**src/rtl/fft_out_serializer.sv**
```systemverilog
// Streams one captured 32-point FFT frame out one point per cycle, converting
// each Q-format component to a rounded, saturated integer; optional bit-reverse.

module fft_os_cvt #(
  parameter int bits    = 16,
  parameter int fix_bit = 7,
  parameter int OUT_W   = 9
) (
  input  logic [bits-1:0]  i_v,
  input  logic             i_en,
  output logic [OUT_W-1:0] o_v,
  output logic             o_sat
);
  localparam int EW = bits + 1;
  localparam logic signed [EW-1:0] RND  = EW'(1) << (fix_bit - 1);
  localparam logic signed [EW-1:0] MAXV = EW'((1 << (OUT_W - 1)) - 1);
  localparam logic signed [EW-1:0] MINV = ~MAXV;

  logic signed [EW-1:0] w_ext, w_t;
  logic                 w_hi, w_lo;

  // One guard bit keeps the rounding add from wrapping at the positive edge.
  assign w_ext = $signed({i_v[bits-1], i_v}) + RND;
  assign w_t   = w_ext >>> fix_bit;
  assign w_hi  = w_t > MAXV;
  assign w_lo  = w_t < MINV;

  always_comb begin
    o_v   = '0;
    o_sat = 1'b0;
    if (i_en) begin
      o_sat = w_hi | w_lo;
      if (w_hi)      o_v = MAXV[OUT_W-1:0];
      else if (w_lo) o_v = MINV[OUT_W-1:0];
      else           o_v = w_t[OUT_W-1:0];
    end
  end
endmodule

module fft_out_serializer #(
  parameter int N_PTS   = 32,
  parameter int bits    = 16,
  parameter int fix_bit = 7,
  parameter int OUT_W   = 9,
  parameter int BITREV  = 1
) (
  input  logic                       clk,
  input  logic                       rst_n,
  input  logic [N_PTS*2*bits-1:0]    in_flat,
  input  logic                       load_valid,
  output logic                       load_ready,
  output logic                       out_valid,
  input  logic                       out_ready,
  output logic [OUT_W-1:0]           out_re,
  output logic [OUT_W-1:0]           out_im,
  output logic [$clog2(N_PTS)-1:0]   out_idx,
  output logic                       out_last,
  output logic                       out_sat
);
  localparam int LW = $clog2(N_PTS);
  localparam logic [LW-1:0] LAST = LW'(N_PTS - 1);

  typedef enum logic {IDLE, STREAM} state_t;

  state_t                 r_state, w_next;
  logic [LW-1:0]          r_k, w_sel;
  logic [2*bits-1:0]      r_buf [N_PTS];
  logic [2*bits-1:0]      w_word;
  logic                   w_load, w_xfer, w_valid;
  logic [1:0][OUT_W-1:0]  w_cv;
  logic [1:0]             w_cs;

  always_ff @(posedge clk or negedge rst_n) begin
    if (!rst_n) r_state <= IDLE;
    else        r_state <= w_next;
  end

  always_comb begin
    w_next  = r_state;
    w_valid = 1'b0;
    w_load  = 1'b0;
    w_xfer  = 1'b0;
    case (r_state)
      IDLE: begin
        w_load = load_valid;
        if (load_valid) w_next = STREAM;
      end
      STREAM: begin
        w_valid = 1'b1;
        w_xfer  = out_ready;
        if (out_ready && r_k == LAST) w_next = IDLE;
      end
      default: w_next = IDLE;
    endcase
  end

  always_ff @(posedge clk or negedge rst_n) begin
    if (!rst_n)      r_k <= '0;
    else if (w_load) r_k <= '0;
    else if (w_xfer) r_k <= (r_k == LAST) ? '0 : r_k + LW'(1);
  end

  // Frame buffer carries no reset: its contents are never visible outside STREAM.
  always_ff @(posedge clk) begin
    if (w_load)
      for (int i = 0; i < N_PTS; i++) r_buf[i] <= in_flat[i*2*bits +: 2*bits];
  end

  genvar b;
  generate
    for (b = 0; b < LW; b++) begin : g_sel
      if (BITREV != 0) begin : g_rev
        assign w_sel[b] = r_k[LW-1-b];
      end else begin : g_nat
        assign w_sel[b] = r_k[b];
      end
    end
  endgenerate

  assign w_word = r_buf[w_sel];

  genvar c;
  generate
    for (c = 0; c < 2; c++) begin : g_cvt
      fft_os_cvt #(.bits(bits), .fix_bit(fix_bit), .OUT_W(OUT_W)) u_cvt (
        .i_v   (w_word[c*bits +: bits]),
        .i_en  (w_valid),
        .o_v   (w_cv[c]),
        .o_sat (w_cs[c])
      );
    end
  endgenerate

  assign load_ready = (r_state == IDLE);
  assign out_valid  = w_valid;
  assign out_re     = w_cv[0];
  assign out_im     = w_cv[1];
  assign out_sat    = |w_cs;
  assign out_idx    = r_k;
  assign out_last   = w_valid && (r_k == LAST);
endmodule

```
**config.mk**
```make
export PLATFORM = sky130hd
export DESIGN_NAME = fft_out_serializer
export DESIGN_NICKNAME = d
export VERILOG_FILES = /design/src/rtl/fft_out_serializer.sv
export SDC_FILE = /design/constraint.sdc
export NUM_CORES = 1
export LEC_CHECK = 0
export ABC_AREA = 1
export BUFFER_PORTS_ARGS = -buffer_cell sky130_fd_sc_hd__buf_4
export CORE_AREA = 10 10 407 409
export CTS_BUF_LIST = sky130_fd_sc_hd__clkbuf_4
export DETAILED_ROUTE_END_ITERATION = 10
export DIE_AREA = 0 0 417 419
export SLEW_MARGIN = 15
export SYNTH_ARGS = -nofsm -noshare
export SYNTH_HDL_FRONTEND = slang
export SYNTH_SLANG_ARGS = --single-unit
```
**constraint.sdc**
```tcl
create_clock -name clk -period 18.2 [get_ports clk]
set_input_delay 0.91 -clock clk [delete_from_list [all_inputs] [get_ports clk]]
set_output_delay 0.91 -clock clk [all_outputs]
set_load 0.005 [all_outputs]
```
==> results.sh <==
export IMPL_cts_sinks=646
export IMPL_ys_warn_count=0
export IMPL_cts_tree="yes"
export IMPL_synth_area_um2=26890
export IMPL_syn_inst=2339
export IMPL_drive_above_1_share_pct=26.14
export IMPL_dr_total_vias=23810
export IMPL_drtPass1Iterations=6
export IMPL_dpl_cell_count=4984
export IMPL_worstReg2RegStart="r_state"
export IMPL_r2r_cells=6
export IMPL_drt_iter0_drc=2520
export IMPL_period_share_pct=38.50
export IMPL_synth_edf_count=640
export IMPL_synth_top_area_cell="edfxtp_1"
export IMPL_power_density_nw_per_um2=121.2
export IMPL_path_max_fanout=59
export IMPL_min_path_type="in2reg"
export IMPL_rrSetupSlack_ps=13000
export IMPL_htreeDepth=4
export IMPL_ir_drop_mv=0.08680
export IMPL_clockBufferDepth=3
export IMPL_cp_end_kind="output pin"
export IMPL_drc_errors=0
export IMPL_ys_flop_type="edfxtp_1"
export IMPL_setup_tns_ps=0
export IMPL_cts_root_buf="clkbuf_4"
export IMPL_design_area_um2=42940
export IMPL_min_delay_start="load_valid"
export IMPL_worst_pin_slew_ps=1110
export IMPL_die_area_um2=174700
export IMPL_die_h_um=419
export IMPL_dp_hpwl_mm=85.70
export IMPL_worstHoldEndpoint="out_idx[2]"
export IMPL_hold_viol_final=0
export IMPL_io_pins=1055
export IMPL_rsz0062_at_grt="false"
export IMPL_wl_per_cell_um=21.49
export IMPL_area_growth_pct=59.71
export IMPL_drv_cap=0
export IMPL_core_area_um2=157500
export IMPL_grt_antenna_before_repair=48
export IMPL_min_path_cells=4
export IMPL_gp_congestion=0.8571
export IMPL_utilization_pct=27.27
export IMPL_ant_nets=0
export IMPL_synth_top_area_share_pct=71.48
export IMPL_grt_overflow_total=0
export IMPL_yosysSeqAreaShare_pct=72.04
export IMPL_fin_nets=4769
export IMPL_avgViaCountPerCell=3.978
export IMPL_cts_buffers_inserted=179
export IMPL_max_clock_freq_mhz=142.7
export IMPL_final_max_slew_viol_count=0
export IMPL_rows=146
export IMPL_finalCriticalPeriod_ps=7006
export IMPL_synth_most_common_cell="nand2_1"
export IMPL_ys_ff_latch=646
export IMPL_r2r_end="r_buf[18][13]"
export IMPL_grt_first_pass_wirelength_mm=177.7
export IMPL_critical_path_arrival_ps=6100
export IMPL_skew_ps=47.95
export IMPL_die_w_um=417
export IMPL_yosysUniqueCellTypes=31
export IMPL_track_usage_pct=14.14
export IMPL_dpl_instance_area_um2=34040
export IMPL_p_leak_nw=16.90
export IMPL_finalPower_mw=5.206
export IMPL_avgSynthCellArea_um2=11.49
export IMPL_critPathLaunchType="flip-flop"
export IMPL_portBuffers=670
export IMPL_slew_headroom_pct=26.02
export IMPL_post_cts_resized=0
export IMPL_synth_nets=3371
export IMPL_grt_max_degree=137
export IMPL_start_util_pct=17.07
export IMPL_layoutNonFillerInstCount=5986
export IMPL_worstSetupPathType="reg2out"
export IMPL_drt_total_wl_mm=128.6
export IMPL_critPathRequiredTime_ps=17290
export IMPL_synthArstFlopShare_pct=0.9288
export IMPL_yosys_top_cells_count="nand2_1, edfxtp_1, nor2_1, nand3_1, o21ai_0"
export IMPL_outcome="finished, final reports clean"
export IMPL_clk_pin_slew_worst_paths_ps=60
export IMPL_synth_area_leaders="edfxtp_1, nand2_1, nand3_1"
export IMPL_grt_pass1_vias=25150
export IMPL_setup_viol=0
export IMPL_insertion_delay_ps=1140
==> routing by layer <==
| layer | wire length, um | vias up | track usage [%] |
|---|---|---|---|
| li1 | - | 11020 | - |
| met1 | 48610 | 11350 | 16.09 |
| met2 | 66010 | 1154 | 24.59 |
| met3 | 9725 | 264 | 4.069 |
| met4 | 4157 | 20 | 6.169 |
| met5 | 124 | - | 0 |
==> placed cells by master, fill, tap and decap left out, types with 8 or more instances in the layout <==
cell type	count
buf_4	702
nand2_1	659
dlygate4sd3_1	644
edfxtp_1	640
nor2_1	304
clkbuf_4	254
nand3_1	250
o21ai_0	140
inv_1	74
a21oi_1	54
clkinv_1	47
diode_2	38
o211ai_1	12
o22ai_1	10
xor2_1	8
==> worst max-delay path by stage <==
stage | start | end | slack [ps] | depth (start not counted)
finish | out_idx[3] | out_re[5] | 11190 | 18
global placement | out_idx[3] | out_re[5] | 12240 | 18
global route | out_idx[3] | out_re[5] | 10850 | 18
floorplan | load_valid | r_buf[0][10] | 3920 | 2
CTS | out_idx[3] | out_re[5] | 10920 | 18
detailed placement | out_idx[3] | out_re[5] | 12290 | 18
==> report_power, final <==
group          leakage (nW)  switching [mW]  internal (mW)
Sequential             5.82          0.0570           1.65
Combinational          9.70            1.43          0.659
Clock                  1.39           0.674          0.732
==> metrics by stage <==
stage | setup WS, ps | hold slack [ps]
floorplan | 3924 | 601.7
global placement | 12240 | 636.0
detailed placement | 12290 | 660.0
CTS | 10920 | 107.4
global route | 10850 | 216.5
finish | 11190 | 353.2
==> layout make-up <==
| type | instances | area [um2] |
|---|---|---|
| Tap cell | 2072 | 2592 |
| Clock buffer | 254 | 1907 |
| Antenna cell | 38 | 95.09 |
| Inverter | 85 | 350.3 |
| Clock inverter | 66 | 455.4 |
| Multi-Input combinational cell | 1477 | 6402 |
| Fill cell | 16010 | 114500 |
| Timing Repair Buffer | 1348 | 11760 |
| Sequential cell | 646 | 19380 |
==> logic make-up after synthesis <==
logic type / Yosys count / share of synthesized area (%)
flops: 646 / 72.04
simple gates: 1240 / 18.99
fa+ha+maj: 4 / 0.1862
xor+xnor: 10 / 0.3258
compound gates: 223 / 4.309
buf+inv: 216 / 4.147
==> state kept, by name, summed over array words and instances, names as in the netlist <==
register  count
r_buf       640
out_idx       5
r_state       1
==> worst max-delay path, cell delays in order, from the launching register on <==
cell and delay [ps]:
dfrtp_4 660, inv_8 430, buf_4 830, buf_4 670, nand3_1 150, nand3_1 180, nand2_1 150, nor2_1 150
nand2_1 80, nand2_1 260, inv_1 120, ha_1 230, nand3_1 130, nor2_2 70, nand2_1 80, nor2_1 40
nand3b_1 160, a21oi_1 250, buf_4 190
==> repair_timing <==
action	CTS	global route
hold buffers	644	0
endpoints found under the hold margin	649	0
setup endpoints to repair	0	0
buffers inserted	0	0
Power figures use the tool's default switching activity.
